==> src/rtl/next_hop_selector.sv <==
// next_hop_selector
//   Walks the neighbor table once per accepted start pulse, one entry per
//   cycle, and keeps the best eligible neighbor. The best neighbor has the
//   highest Q-value. Among equal Q-values, the one with fewer hops wins.
//   On a full tie, the lower index wins.
//   Optional macro NEXT_HOP_ENERGY_FILTER_EN: an entry is eligible only if
//   mNodeEnergy >= minEnergy (minEnergy is latched at start). When the macro
//   is undefined, every entry is eligible and minEnergy is ignored.
// Ports:
//   clk, nrst (synchronous, active-high reset), start
//   neighborCount, minEnergy           : scan configuration, latched at start
//   rd_en, rd_addr                     : table read port (data returns next cycle)
//   mNodeID/Hops/QValue/Energy         : table read data
//   busy, done, valid                  : status
//   bestID, bestHops, bestQValue, bestIdx : winning entry
module next_hop_selector #(
  parameter int WORD_WIDTH    = 16,
  parameter int MAX_NEIGHBORS = 16,
  parameter int IDX_WIDTH     = $clog2(MAX_NEIGHBORS)
) (
  input  logic                  clk,
  input  logic                  nrst,
  input  logic                  start,
  input  logic [WORD_WIDTH-1:0] neighborCount,
  input  logic [WORD_WIDTH-1:0] minEnergy,
  output logic                  rd_en,
  output logic [IDX_WIDTH-1:0]  rd_addr,
  input  logic [WORD_WIDTH-1:0] mNodeID,
  input  logic [WORD_WIDTH-1:0] mNodeHops,
  input  logic [WORD_WIDTH-1:0] mNodeQValue,
  input  logic [WORD_WIDTH-1:0] mNodeEnergy,
  output logic                  busy,
  output logic                  done,
  output logic                  valid,
  output logic [WORD_WIDTH-1:0] bestID,
  output logic [WORD_WIDTH-1:0] bestHops,
  output logic [WORD_WIDTH-1:0] bestQValue,
  output logic [IDX_WIDTH-1:0]  bestIdx
);

  typedef enum logic [1:0] {IDLE, SCAN, DRAIN, DONE} state_t;

  state_t                 state_q, state_d;
  logic [IDX_WIDTH-1:0]   addr_q;
  logic [IDX_WIDTH-1:0]   last_q, last_d;
  logic [IDX_WIDTH-1:0]   eval_idx_q;
  logic                   eval_q;
  logic                   count_zero;
  logic                   accept;
  logic                   eligible;
  logic                   better;

  assign accept     = (state_q == IDLE) && start;
  assign count_zero = (neighborCount == '0);

  // Last index to read is min(count, MAX_NEIGHBORS) - 1.
  always_comb begin
    last_d = IDX_WIDTH'(MAX_NEIGHBORS - 1);
    if (neighborCount < WORD_WIDTH'(MAX_NEIGHBORS))
      last_d = IDX_WIDTH'(neighborCount - WORD_WIDTH'(1));
  end

  // State register
  always_ff @(posedge clk) begin
    if (nrst) state_q <= IDLE;
    else      state_q <= state_d;
  end

  // Next-state logic
  always_comb begin
    state_d = state_q;
    unique case (state_q)
      IDLE:  if (start) state_d = count_zero ? DONE : SCAN;
      SCAN:  if (addr_q == last_q) state_d = DRAIN;
      DRAIN: state_d = DONE;
      DONE:  state_d = IDLE;
      default: state_d = IDLE;
    endcase
  end

  // Output decode (all derived from registered state)
  always_comb begin
    busy  = (state_q != IDLE);
    done  = (state_q == DONE);
    rd_en = (state_q == SCAN);
  end

  assign rd_addr = addr_q;

`ifdef NEXT_HOP_ENERGY_FILTER_EN
  logic [WORD_WIDTH-1:0] min_energy_q;

  always_ff @(posedge clk) begin
    if (nrst)        min_energy_q <= '0;
    else if (accept) min_energy_q <= minEnergy;
  end

  assign eligible = (mNodeEnergy >= min_energy_q);
`else
  logic unused_energy;
  assign unused_energy = ^{minEnergy, mNodeEnergy};
  assign eligible      = 1'b1;
`endif

  // A strict comparison means an equal entry never displaces the one
  // already held, so the lowest index wins on a full tie.
  assign better = eval_q && eligible &&
                  (!valid ||
                   (mNodeQValue > bestQValue) ||
                   ((mNodeQValue == bestQValue) && (mNodeHops < bestHops)));

  // Read address, evaluation pipeline and best-so-far registers.
  // eval_q/eval_idx_q trail the read strobe by one cycle, matching table latency.
  always_ff @(posedge clk) begin
    if (nrst) begin
      addr_q     <= '0;
      last_q     <= '0;
      eval_q     <= 1'b0;
      eval_idx_q <= '0;
      valid      <= 1'b0;
      bestID     <= '0;
      bestHops   <= '0;
      bestQValue <= '0;
      bestIdx    <= '0;
    end else begin
      eval_q     <= (state_q == SCAN);
      eval_idx_q <= addr_q;
      if (accept) begin
        addr_q     <= '0;
        last_q     <= last_d;
        valid      <= 1'b0;
        bestID     <= '0;
        bestHops   <= '0;
        bestQValue <= '0;
        bestIdx    <= '0;
      end else if ((state_q == SCAN) && (addr_q != last_q)) begin
        addr_q <= addr_q + IDX_WIDTH'(1);
      end
      if (better) begin
        valid      <= 1'b1;
        bestID     <= mNodeID;
        bestHops   <= mNodeHops;
        bestQValue <= mNodeQValue;
        bestIdx    <= eval_idx_q;
      end
    end
  end

endmodule

==> config.mk <==
export PLATFORM = sky130hd
export DESIGN_NAME = next_hop_selector
export DESIGN_NICKNAME = d
export VERILOG_FILES = /design/src/rtl/next_hop_selector.sv
export SDC_FILE = /design/constraint.sdc
export NUM_CORES = 1
export LEC_CHECK = 0
export ABC_AREA = 1
export ABC_CLOCK_PERIOD_IN_PS = 2400
export CAP_MARGIN = 20
export CORE_UTILIZATION = 40
export DETAILED_ROUTE_END_ITERATION = 10
export GPL_TIMING_DRIVEN = 0
export PLACE_DENSITY = 0.75
export SLEW_MARGIN = 10
export SYNTH_ARGS = -nofsm -noshare
export SYNTH_HDL_FRONTEND = slang
export SYNTH_SLANG_ARGS = --single-unit
export TNS_END_PERCENT = 5
==> constraint.sdc <==
create_clock -name clk -period 2.4 [get_ports clk]
set_input_delay 0.24 -clock clk [delete_from_list [all_inputs] [get_ports clk]]
set_output_delay 0.24 -clock clk [all_outputs]
set_load 0.05 [all_outputs]
==> load_flow_metrics.sql, run 1 <==
INSERT INTO impl_metrics (metric_group, metric, value, unit) VALUES
('drt', 'dr.first_iter.drc_count', '120', ''),
('clock_tree', 'cts_hold_buf', '0', ''),
('outcome', 'failed_checks', 'design-rule violations', ''),
('placed_design', 'placement.cell_area', '0.00507', 'mm^2'),
('timing', 'slew_headroom', '0.622', ''),
('synthesis', 'asyncSetResetFlopFracSynth', '0', ''),
('grt', 'initial_antenna_violation_count', '0', ''),
('drt', 'drt-pass1-iter-count', '8', ''),
('placed_design', 'place_congestion', '0.826', ''),
('floorplanning', 'dieWidth', '98.0', 'um'),
('drt', 'route.final.wire_length', '10.3', 'mm'),
('clock_tree', 'cts_max_level', '3', ''),
('drt', 'drt-vias-per-instance', '5.15', ''),
('critical_path', 'setup.worst_path.start_class', 'register', ''),
('synthesis', 'synth_ff_type', 'sky130_fd_sc_hd__dfxtp_1', ''),
('clock_tree', 'post_cts.repair.setup_buffers', '0', ''),
('floorplanning', 'rows', '34', ''),
('synthesis', 'synth_area_leaders', 'sky130_fd_sc_hd__dfxtp_1 37%, sky130_fd_sc_hd__ha_1 13%, sky130_fd_sc_hd__nand2_1 10%, sky130_fd_sc_hd__nand4_1 9.2%, sky130_fd_sc_hd__nand3_1 6.8%', ''),
('outcome', 'status', 'finished, violations left', ''),
('synthesis', 'synth_instances', '483', ''),
('clock_tree', 'cts.root.buffer_cell', 'sky130_fd_sc_hd__clkbuf_8', ''),
('floorplanning', 'die_height', '98.0', 'um'),
('critical_path', 'rr_endpoint', 'bestQValue[12]', ''),
('power_and_ir_drop', 'peakVddDrop', '0.599', 'mV'),
('synthesis', 'share_of_the_synthesized_area_in_the_top_cell_type', '0.369', ''),
('clock_tree', 'clk-insertion-delay-late', '0.35', 'ns'),
('timing', 'setup_viol', '0', ''),
('critical_path', 'sort_of_element_at_the_end_of_the_critical_path', 'register', ''),
('synthesis', 'synth_nets', '620', ''),
('timing', 'finalHoldViolCount', '0', ''),
('floorplanning', 'pin_count', '159', ''),
('drt', 'remaining_drc_errors', '6', ''),
('timing', 'minimum_clock_period', '2.15', 'ns'),
('floorplanning', 'starting_density_of_the_core', '0.419', ''),
('cells_and_area', 'finish.instance_area', '0.00528', 'mm^2'),
('worst_hold_path', 'timing.hold.worst.class', 'input pin to register', ''),
('floorplanning', 'placeableCoreArea', '0.00881', 'mm^2'),
('drt', 'route.vias.total', '3771', ''),
('cells_and_area', 'syn_to_final_growth', '43.0', '%'),
('cells_and_area', 'final.fill_count', '830', ''),
('timing', 'hold-worst-slack', '0.319', 'ns'),
('critical_path', 'timing.critical_path.from', 'state_q[0]', ''),
('critical_path', 'crit_fanout', '10', ''),
('timing', 'post-route-period-util', '0.894', ''),
('grt', 'first_global_vias', '3758', ''),
('placed_design', 'placed_wire_length_estimate_after_detailed_placement', '7.72', 'mm'),
('timing', 'rsz_0062_raised_after_global_routing', 'false', ''),
('synthesis', 'number_of_different_library_cells_in_the_post_synthesis_netlist', '30', ''),
('critical_path', 'r2r_cells', '8', ''),
('cells_and_area', 'n_antenna_cell', '0', ''),
('floorplanning', 'die_area', '0.00961', 'mm^2'),
('worst_hold_path', 'hold_depth', '2', ''),
('power_and_ir_drop', 'leakagePower', '2.28', 'nW'),
('synthesis', 'netlist_area', '0.00369', 'mm^2'),
('cells_and_area', 'final_layout_size_suffix_gt1_frac', '0.0641', ''),
('power_and_ir_drop', 'power_per_cell_area', '795', 'mW/mm^2'),
('critical_path', 'r2r_setup_slack', '0.25', 'ns'),
('timing', 'final-max-slew-violation-count', '0', ''),
('cells_and_area', 'postLayoutCoreUtil', '0.599', ''),
('clock_tree', 'cts_sinks', '68', ''),
('grt', 'grt_pass1_wl', '17.3', 'mm'),
('critical_path', 'critical_path_class', 'register to register', ''),
('synthesis', 'synth-edff-count', '0', ''),
('synthesis', 'synth_area_per_cell', '7.64', 'um^2'),
('timing', 'max_freq', '0.466', 'GHz'),
('clock_tree', 'clock_path_buffers', '2', ''),
('critical_path', 'cp.arrival', '2.43', 'ns'),
('critical_path', 'reg2reg_from', 'state_q[0]', ''),
('synthesis', 'synth_seq_cells', '68', ''),
('critical_path', 'endpoint', 'bestQValue[12]', ''),
('cells_and_area', 'layout.nets', '756', '');
-- report_power, final --
group / internal [W] / switching, W
combinational: 0.000639 / 0.00118
clock: 0.000506 / 0.000460
sequential: 0.00129 / 0.000121
-- through the flow --
step / cells / TNS, ns / setup WS [ns]
global route: 732 / 0 / 0.00995
global placement: 716 / -0.00721 / -0.00721
floorplan: 483 / 0 / 0.238
detailed placement: 716 / -0.437 / -0.0202
finish: 732 / 0 / 0.254
CTS: 732 / 0 / 0.245
-- worst max-delay path, cell delays in order (launching register included) --
cell and delay [ns]:
sky130_fd_sc_hd__dfxtp_1 0.37, sky130_fd_sc_hd__inv_1 0.10, sky130_fd_sc_hd__ha_1 0.22, sky130_fd_sc_hd__nand2_1 0.06, sky130_fd_sc_hd__clkinv_1 0.21, sky130_fd_sc_hd__nor2_2 0.47
sky130_fd_sc_hd__clkbuf_1 0.44, sky130_fd_sc_hd__nand3_1 0.14, sky130_fd_sc_hd__nand2_1 0.07
-- placed cells by master (no fill, tap or decap), types with 2 or more instances in the layout --
cell / synthesis / routed
sky130_fd_sc_hd__dfxtp_1: 68 / 68
sky130_fd_sc_hd__clkinv_2: 0 / 2
sky130_fd_sc_hd__nor2_1: 22 / 22
sky130_fd_sc_hd__nand3_1: 50 / 50
sky130_fd_sc_hd__ha_1: 38 / 38
sky130_fd_sc_hd__nand3_2: 9 / 9
sky130_fd_sc_hd__clkbuf_1: 16 / 16
sky130_fd_sc_hd__buf_2: 2 / 2
sky130_fd_sc_hd__inv_1: 64 / 64
sky130_fd_sc_hd__buf_6: 5 / 5
sky130_fd_sc_hd__o221ai_1: 3 / 3
sky130_fd_sc_hd__nor4_1: 3 / 3
sky130_fd_sc_hd__clkbuf_8: 0 / 10
sky130_fd_sc_hd__clkdlybuf4s50_1: 0 / 125
sky130_fd_sc_hd__a21oi_1: 16 / 16
sky130_fd_sc_hd__nand4_1: 54 / 54
sky130_fd_sc_hd__nand2_1: 102 / 102
sky130_fd_sc_hd__xnor2_1: 4 / 4
sky130_fd_sc_hd__clkinvlp_4: 0 / 2
sky130_fd_sc_hd__nor3_1: 2 / 2
sky130_fd_sc_hd__o21ai_0: 8 / 8
sky130_fd_sc_hd__buf_4: 5 / 5
-- cell usage after synthesis, types with 2 or more instances --
library cell / number
sky130_fd_sc_hd__o221ai_1: 3
sky130_fd_sc_hd__buf_2: 2
sky130_fd_sc_hd__nor2_1: 22
sky130_fd_sc_hd__nand3_1: 50
sky130_fd_sc_hd__nor3_1: 2
sky130_fd_sc_hd__nand3_2: 9
sky130_fd_sc_hd__a21oi_1: 16
sky130_fd_sc_hd__nor4_1: 3
sky130_fd_sc_hd__dfxtp_1: 68
sky130_fd_sc_hd__buf_6: 5
sky130_fd_sc_hd__o21ai_0: 8
sky130_fd_sc_hd__nand4_1: 54
sky130_fd_sc_hd__buf_4: 5
sky130_fd_sc_hd__inv_1: 64
sky130_fd_sc_hd__xnor2_1: 4
sky130_fd_sc_hd__ha_1: 38
sky130_fd_sc_hd__clkbuf_1: 16
sky130_fd_sc_hd__nand2_1: 102
-- worst min path at each step --
stage	slack, ns	start	to
finish	0.32	nrst	eval_idx_q[2]
global route	0.38	nrst	eval_idx_q[2]
CTS	0.34	nrst	eval_idx_q[2]
detailed placement	0.45	eval_idx_q[3]	bestIdx[3]
global placement	0.44	eval_idx_q[3]	bestIdx[3]
floorplan	0.39	mNodeHops[0]	bestHops[0]
-- cells by family (layout without fill, tap and decap cells) --
group	Yosys count	after routing	synth area share
flops	68	68	0.369
xor+xnor	4	4	0.00950
buf+inv	93	234	0.111
fa+ha+maj	38	38	0.129
simple gates	247	247	0.331
compound gates	33	33	0.0509
-- cell type report --
type / instances / area, um^2 / area share
clock inverter: 6 / 63.8 / 0.0121
buffer: 28 / 164 / 0.0311
timing repair buffer: 125 / 1250 / 0.237
multi-input combinational: 322 / 1920 / 0.364
inverter: 65 / 244 / 0.0462
clock buffer: 10 / 138 / 0.0261
sequential: 68 / 1360 / 0.258
tap: 108 / 135 / 0.0256
-- per-layer routing --
layer | track usage | vias to the layer above | part of all wire
li1 | - | 1899 | -
met1 | 0.272 | 1733 | 0.43
met2 | 0.368 | 118 | 0.48
met3 | 0.0723 | 21 | 0.072
met4 | 0.0699 | 0 | 0.020
met5 | 0 | - | 0
-- sequential cells by signal, indices dropped and copies added, names as in the netlist --
name and flops:
bestHops 16, bestID 16, bestQValue 16, bestIdx 4, eval_idx_q 4, last_q 4, rd_addr 4, state_q 2
eval_q 1, valid 1
(Power assumes the default switching activity.)
==> run 2: changes to the inputs <==
--- a/config.mk
+++ b/config.mk
@@ -8,10 +8,10 @@
 export ABC_AREA = 1
 export ABC_CLOCK_PERIOD_IN_PS = 2400
 export CAP_MARGIN = 20
-export CORE_UTILIZATION = 40
+export CORE_UTILIZATION = 41
 export DETAILED_ROUTE_END_ITERATION = 10
 export GPL_TIMING_DRIVEN = 0
-export PLACE_DENSITY = 0.75
+export PLACE_DENSITY = 0.77
 export SLEW_MARGIN = 10
 export SYNTH_ARGS = -nofsm -noshare
 export SYNTH_HDL_FRONTEND = slang
==> run 2 against run 1 <==
Effect of this change:
- the flow now finishes without violations
- wire length down 3.2%
- setup slack improved by 0.0064 ns
- register-to-register slack about the same
- final cell count is the same
- critical endpoint is now bestID[3]
- fmax up 0.30%
==> load_flow_metrics.sql, run 2 (synthesis gave the netlist of run 1 again) <==
INSERT INTO impl_metrics (metric_group, metric, value, unit) VALUES
('drt', 'drt-pass1-iter-count', '4', ''),
('floorplanning', 'starting_density_of_the_core', '0.423', ''),
('critical_path', 'timing.critical_path.mode_cell', 'sky130_fd_sc_hd__nand2_1', ''),
('cells_and_area', 'n_antenna_cell', '0', ''),
('drt', 'detailroute.wirelength.met3', '637', 'um'),
('timing', 'finalHoldViolCount', '0', ''),
('critical_path', 'critical_path_class', 'register to register', ''),
('drt', 'remaining_drc_errors', '0', ''),
('power_and_ir_drop', 'peakVddDrop', '0.488', 'mV'),
('drt', 'dr_wl_met2', '4.69', 'mm'),
('clock_tree', 'cts.root.buffer_cell', 'sky130_fd_sc_hd__clkbuf_8', ''),
('cells_and_area', 'syn_to_final_growth', '43.9', '%'),
('clock_tree', 'clock_path_buffers', '2', ''),
('clock_tree', 'clk-insertion-delay-late', '0.34', 'ns'),
('power_and_ir_drop', 'clock_share_of_power', '0.260', ''),
('power_and_ir_drop', 'power_per_cell_area', '821', 'mW/mm^2'),
('worst_hold_path', 'timing.hold.worst.class', 'input pin to register', ''),
('cells_and_area', 'most_common_library_cell_in_the_layout_ignoring_fill_and_taps', 'sky130_fd_sc_hd__clkdlybuf4s50_1', ''),
('timing', 'minimum_clock_period', '2.14', 'ns'),
('timing', 'final-max-slew-violation-count', '0', ''),
('clock_tree', 'post_cts.repair.setup_buffers', '0', ''),
('timing', 'clock-skew-final', '0.0106', 'ns'),
('cells_and_area', 'most-common-layout-cells', '125 x sky130_fd_sc_hd__clkdlybuf4s50_1, 102 x sky130_fd_sc_hd__nand2_1, 68 x sky130_fd_sc_hd__dfxtp_1', ''),
('clock_tree', 'cts-buffers-inserted', '9', ''),
('timing', 'slew_headroom', '0.621', ''),
('clock_tree', 'cts_sinks', '68', ''),
('critical_path', 'cp.required', '2.69', 'ns'),
('cells_and_area', 'layout.nets', '756', ''),
('floorplanning', 'die_height', '96.9', 'um'),
('power_and_ir_drop', 'leakagePower', '2.30', 'nW'),
('power_and_ir_drop', 'comb_power_share', '0.417', ''),
('clock_tree', 'clk_pin_slew_worst_paths', '0.08', 'ns'),
('drt', 'wl_per_cell', '13.6', 'um'),
('power_and_ir_drop', 'switching_portion_of_total_power', '0.400', ''),
('power_and_ir_drop', 'seq_power_share', '0.323', ''),
('critical_path', 'crit_fanout', '10', ''),
('critical_path', 'sort_of_element_at_the_end_of_the_critical_path', 'register', ''),
('timing', 'hold-worst-slack', '0.281', 'ns'),
('critical_path', 'cp.arrival', '2.42', 'ns'),
('floorplanning', 'pin_count', '159', ''),
('flow_run', 'max_cap_violations', '0', ''),
('timing', 'rsz_0062_raised_after_global_routing', 'false', ''),
('cells_and_area', 'biggestRegsByFlops', 'bestHops (16), bestID (16), bestQValue (16)', ''),
('floorplanning', 'die_area', '0.00938', 'mm^2'),
('placed_design', 'buffer_ports.inserted', '125', ''),
('timing', 'post-route-period-util', '0.891', ''),
('critical_path', 'timing.critical_path.cells', 'inv_1, ha_1, nand2_1, clkinv_1, nor2_2, clkbuf_1, nand3_1, nand2_1', ''),
('critical_path', 'setup.worst_path.start_class', 'register', ''),
('drt', 'wirelength_met1', '4.42', 'mm'),
('power_and_ir_drop', 'p_total', '0.00435', 'W'),
('drt', 'route.final.wire_length', '9.96', 'mm'),
('cells_and_area', 'final.fill_count', '790', ''),
('drt', 'highest_layer', 'met4', ''),
('timing', 'setup_viol', '0', ''),
('drt', 'drtAntennaViolNets', '0', ''),
('floorplanning', 'placeableCoreArea', '0.00872', 'mm^2'),
('placed_design', 'place_congestion', '0.783', ''),
('power_and_ir_drop', 'sw_pwr', '0.00174', 'W'),
('clock_tree', 'cts_hold_buf', '0', ''),
('grt', 'globalRoute.totalOverflow', '0', ''),
('timing', 'max_freq', '0.467', 'GHz'),
('drt', 'dr.first_iter.drc_count', '110', ''),
('critical_path', 'slowest_delay', '0.46', 'ns'),
('cells_and_area', 'final_layout_size_suffix_gt1_frac', '0.0609', ''),
('floorplanning', 'rows', '34', ''),
('drt', 'drt-vias-per-instance', '5.14', ''),
('placed_design', 'placed_wire_length_estimate_after_detailed_placement', '7.53', 'mm'),
('timing', 'timing_worst_slew_pin_value', '0.568', 'ns'),
('floorplanning', 'dieWidth', '96.9', 'um'),
('grt', 'grt_util_all_layers', '0.217', ''),
('critical_path', 'critical-path-slowest-cell', 'sky130_fd_sc_hd__clkbuf_1', ''),
('clock_tree', 'tritoncts', 'built', ''),
('clock_tree', 'postcts_resize_cnt', '0', ''),
('outcome', 'status', 'finished, final reports clean', ''),
('drt', 'route.vias.total', '3762', ''),
('grt', 'initial_antenna_violation_count', '0', ''),
('power_and_ir_drop', 'internal_power', '0.00261', 'W'),
('clock_tree', 'cts_max_level', '3', ''),
('grt', 'grt_max_degree', '12', ''),
('grt', 'first_global_vias', '3703', ''),
('grt', 'grt_pass1_wl', '16.8', 'mm');
run 2: cell types whose count changed in the layout (fill, tap and decap cells not counted):
cell,delta
sky130_fd_sc_hd__bufinv_16,+2
sky130_fd_sc_hd__clkbuf_1,+2
sky130_fd_sc_hd__clkinvlp_4,-2
sky130_fd_sc_hd__clkbuf_8,-1
sky130_fd_sc_hd__clkinv_4,-1
run 2: critical path, delay by kind of cell (launching register included):
family	cells	cell delay, ns
flops	1	0.36
simple gates	4	0.74
fa+ha+maj	1	0.22
buf+inv	3	0.76
run 2: layout make-up:
| cell class | instances | area, um^2 | share of cell area |
|---|---|---|---|
| buffer | 28 | 164 | 0.0309 |
| clock buffer | 11 | 131 | 0.0248 |
| clock inverter | 5 | 100 | 0.0189 |
| inverter | 65 | 244 | 0.0460 |
| multi-input combinational | 322 | 1920 | 0.362 |
| sequential | 68 | 1360 | 0.257 |
| tap | 108 | 135 | 0.0255 |
| timing repair buffer | 125 | 1250 | 0.236 |
run 2: worst paths after layout:
check                                 from         to  slack (ns)  cells past startpoint
worst min-delay path                  nrst     eval_q        0.28                      2
worst min register to register   bestID[6]  bestID[6]        0.46                      2
worst max-delay path            state_q[0]  bestID[3]        0.26                      8
worst max register to register  state_q[0]  bestID[3]        0.26                      8
run 2: power groups by stage:
stage | Clock (W) | Sequential, W | Combinational [W]
after floorplan | 0 | 0.00179 | 0.000837
after global placement | 0 | 0.00142 | 0.00177
after detailed placement | 0 | 0.00143 | 0.00182
after CTS | 0.00115 | 0.00141 | 0.00183
after global routing | 0.00121 | 0.00143 | 0.00197
final | 0.00113 | 0.00141 | 0.00182
run 2: metal layers:
metal	global-route usage	vias to the layer above
li1	-	1902
met1	0.262	1733
met2	0.362	107
met3	0.0592	20
met4	0.0861	0
met5	0	-
run 2: per-stage QoR:
stage / instances / TNS [ns] / instance area, um^2 / utilization / setup WS [ns]
after CTS: 732 / 0 / 5310 / 0.608 / 0.238
after global routing: 732 / 0 / 5310 / 0.608 / 0.0225
after global placement: 716 / 0 / 5070 / 0.582 / 0.0250
after detailed placement: 716 / -0.694 / 5070 / 0.582 / -0.0400
final: 732 / 0 / 5310 / 0.608 / 0.261
after floorplan: 483 / 0 / 3690 / - / 0.238
==> patch, RTL diff (config.mk and constraints of run 1) <==
Add an input register stage for `start`, `neighborCount`, `mNodeID`, `mNodeHops` and `mNodeQValue`, with the module's reset; this delays them by one clock. The other inputs are not delayed to match.
--- a/src/rtl/next_hop_selector.sv
+++ b/src/rtl/next_hop_selector.sv
@@ -42,2 +42,24 @@
 
+  logic start_q;
+  logic [WORD_WIDTH-1:0] neighborCount_q;
+  logic [WORD_WIDTH-1:0] mNodeID_q;
+  logic [WORD_WIDTH-1:0] mNodeHops_q;
+  logic [WORD_WIDTH-1:0] mNodeQValue_q;
+
+  always_ff @(posedge clk) begin
+    if (nrst) begin
+      start_q         <= '0;
+      neighborCount_q <= '0;
+      mNodeID_q       <= '0;
+      mNodeHops_q     <= '0;
+      mNodeQValue_q   <= '0;
+    end else begin
+      start_q         <= start;
+      neighborCount_q <= neighborCount;
+      mNodeID_q       <= mNodeID;
+      mNodeHops_q     <= mNodeHops;
+      mNodeQValue_q   <= mNodeQValue;
+    end
+  end
+
   state_t                 state_q, state_d;
@@ -52,4 +74,4 @@
 
-  assign accept     = (state_q == IDLE) && start;
-  assign count_zero = (neighborCount == '0);
+  assign accept     = (state_q == IDLE) && start_q;
+  assign count_zero = (neighborCount_q == '0);
 
@@ -58,4 +80,4 @@
     last_d = IDX_WIDTH'(MAX_NEIGHBORS - 1);
-    if (neighborCount < WORD_WIDTH'(MAX_NEIGHBORS))
-      last_d = IDX_WIDTH'(neighborCount - WORD_WIDTH'(1));
+    if (neighborCount_q < WORD_WIDTH'(MAX_NEIGHBORS))
+      last_d = IDX_WIDTH'(neighborCount_q - WORD_WIDTH'(1));
   end
@@ -72,3 +94,3 @@
     unique case (state_q)
-      IDLE:  if (start) state_d = count_zero ? DONE : SCAN;
+      IDLE:  if (start_q) state_d = count_zero ? DONE : SCAN;
       SCAN:  if (addr_q == last_q) state_d = DRAIN;
@@ -108,4 +130,4 @@
                   (!valid ||
-                   (mNodeQValue > bestQValue) ||
-                   ((mNodeQValue == bestQValue) && (mNodeHops < bestHops)));
+                   (mNodeQValue_q > bestQValue) ||
+                   ((mNodeQValue_q == bestQValue) && (mNodeHops_q < bestHops)));
 
@@ -140,5 +162,5 @@
         valid      <= 1'b1;
-        bestID     <= mNodeID;
-        bestHops   <= mNodeHops;
-        bestQValue <= mNodeQValue;
+        bestID     <= mNodeID_q;
+        bestHops   <= mNodeHops_q;
+        bestQValue <= mNodeQValue_q;
         bestIdx    <= eval_idx_q;
Check against the original RTL: not equivalent (a bounded check fails within 4 cycles, from zero or initial values and one cycle with nrst high).
==> patch against run 1 <==
- cell area rose by 46%
- via count rose by 24%
- setup slack got worse by 110 ps
- wire length up 28%
- synthesized cell count grew 41%
- clock skew down 2.6 ps
- power grew 64%
- area after synthesis rose by 51%
- sequential cell count up 65
- sequential share of layout area grew 8.8 points
- largest power group is now clock
- highest routed layer unchanged
==> patch: results (changes against run 1) <==
status=finished, final reports clean (was finished, violations left); Seq group=2.50 mW (was 1.41 mW); antenna violations before repair=0 (unchanged); Tot GR Track Use=19.4% (was 22.2%); share of cells above drive strength 1=8.36% (was 6.41%); Inserted Clock Buffers=17 (was 9); Final GP Congestion=0.814 (was 0.826); drt wl/cell=13.0 µm (was 14.0 µm); R2R setup slack=270 ps (was 250 ps); clk slew on worst S/H paths=~60 ps; Max Cap Viol=0 (unchanged); clock tree buffer depth=2 (unchanged); CTS H-Tree Depth=4 (was 3); first-pass GRT wire length=21400 µm (was 17300 µm); Post-synth ARST share=0% (unchanged); vias in the first global route=4472 (was 3758); clock latency on the worst-skew pair=420 ps (was 350 ps); WL final=13200 µm (was 10300 µm); Logic pwr share=22.0% (was 43.4%); Hold Slack=326 ps (was 319 ps); via count=4685 (was 3771); clk sinks=133 (was 68); Static Leak=3.51 nW (was 2.28 nW); Hold WC Path Type=input port to flip-flop (unchanged); Internal=4.82 mW (was 2.43 mW); filler cell count=1189 (was 830); postcts setup bufs=0 (unchanged); worst-path fanout max=4 (was 10); Pre-antenna DRT Iters=4 (was 8); 1st-iter DRT viols=258 (was 120); nets=962 (was 756); largest net degree at the start of global routing=17 (was 13); IR drop worst, VDD=0.602 mV (was 0.599 mV); ANT nets after route=0 (unchanged); Post-Syn Instances=680 (was 483); pre-CTS setup slack=128 ps (was -20.2 ps); HPWL after DPL=9410 µm (was 7720 µm); Post-Place Cells=981 (was 716); Yosys cell types=32 (was 30); sequential share of the synthesized area=47.9% (was 36.9%); crit path time final=2250 ps (was 2150 ps); Post-Syn Nets=818 (was 620); ANT cells=0 (unchanged); Comb group=1.51 mW (was 1.82 mW); port bufs=125 (unchanged); Worst slew margin=60.6% (was 62.2%); CP arrival=2010 ps (was 2430 ps); Worst Skew=10.2 ps (was 12.8 ps); cell area after placement=7030 µm² (was 5070 µm²); root buf cell=clkbuf_16 (was clkbuf_8); synth warn=0 (unchanged); top cells by count, synth=133 x dfxtp_1, 124 x inv_1, 95 x nand2_1, 88 x nor2_1, 55 x nand4_1 (was 102 x nand2_1, 68 x dfxtp_1, 64 x inv_1, 54 x nand4_1, 50 x nand3_1); top post-synthesis cells by area=dfxtp_1 48%, ha_1 8.8%, inv_1 8.4% (was dfxtp_1 37%, ha_1 13%, nand2_1 10%)
## patch: cell types whose count changed after synthesis, moves of 4 or more
cell,delta
nand2_1,-7
nor2_1,+66
inv_1,+60
nand3_2,+11
dfxtp_1,+65
o21ai_0,+4
nand3_1,-13
clkbuf_1,+4
## patch: cells by family (layout without fill, tap and decap cells)
| kind of cell | after synthesis | count (layout) | share of synthesized area (%) |
|---|---|---|---|
| buffers and inverters | 161 | 318 | 12.0 |
| DFF | 133 | 133 | 47.9 |
| adders and majority gates | 39 | 39 | 8.77 |
| AOI/OAI and AO/OA | 38 | 38 | 3.82 |
| xor gates and xnor gates | 5 | 5 | 0.787 |
| and+or+nand+nor | 304 | 304 | 26.8 |
## patch: critical path: stages, from the launching register on
cell             delay, ps
dfxtp_1                390
inv_1                  100
ha_1                   210
inv_1                   80
clkdlybuf4s50_1        810
## patch: routing by layer
layer | vias up | track usage (%) | part of all wire (%)
met2 | 104 | 32.5 | 50
li1 | 2451 | - | -
met5 | - | 0 | 0
met3 | 11 | 6.37 | 5.5
met1 | 2119 | 23.0 | 43
met4 | 0 | 6.64 | 1.1
## patch: worst paths after layout
kind,from,end,depth (start not counted)
hold / removal,neighborCount[2],neighborCount_q[2],3
setup reg to reg,bestQValue[15],bestQValue[11],14
hold reg to reg,mNodeID_q[4],bestID[4],2
setup / recovery,state_q[0],busy,4
## patch: timing repair
item                       in CTS  in global routing
setup endpoints to repair       0                 20
hold buffers                    0                  0
gates resized for setup         0                  3
## patch: area by class of cell
cell class	count	area, µm²	area share, %
repair buffers	125	1250	16.3
clock inverters	12	200	2.60
multi-input cells	386	2240	29.1
well taps	176	220	2.86
inverters	125	469	6.10
clock buffers	20	457	5.93
flip-flops and latches	133	2660	34.6
plain buffers	36	198	2.57
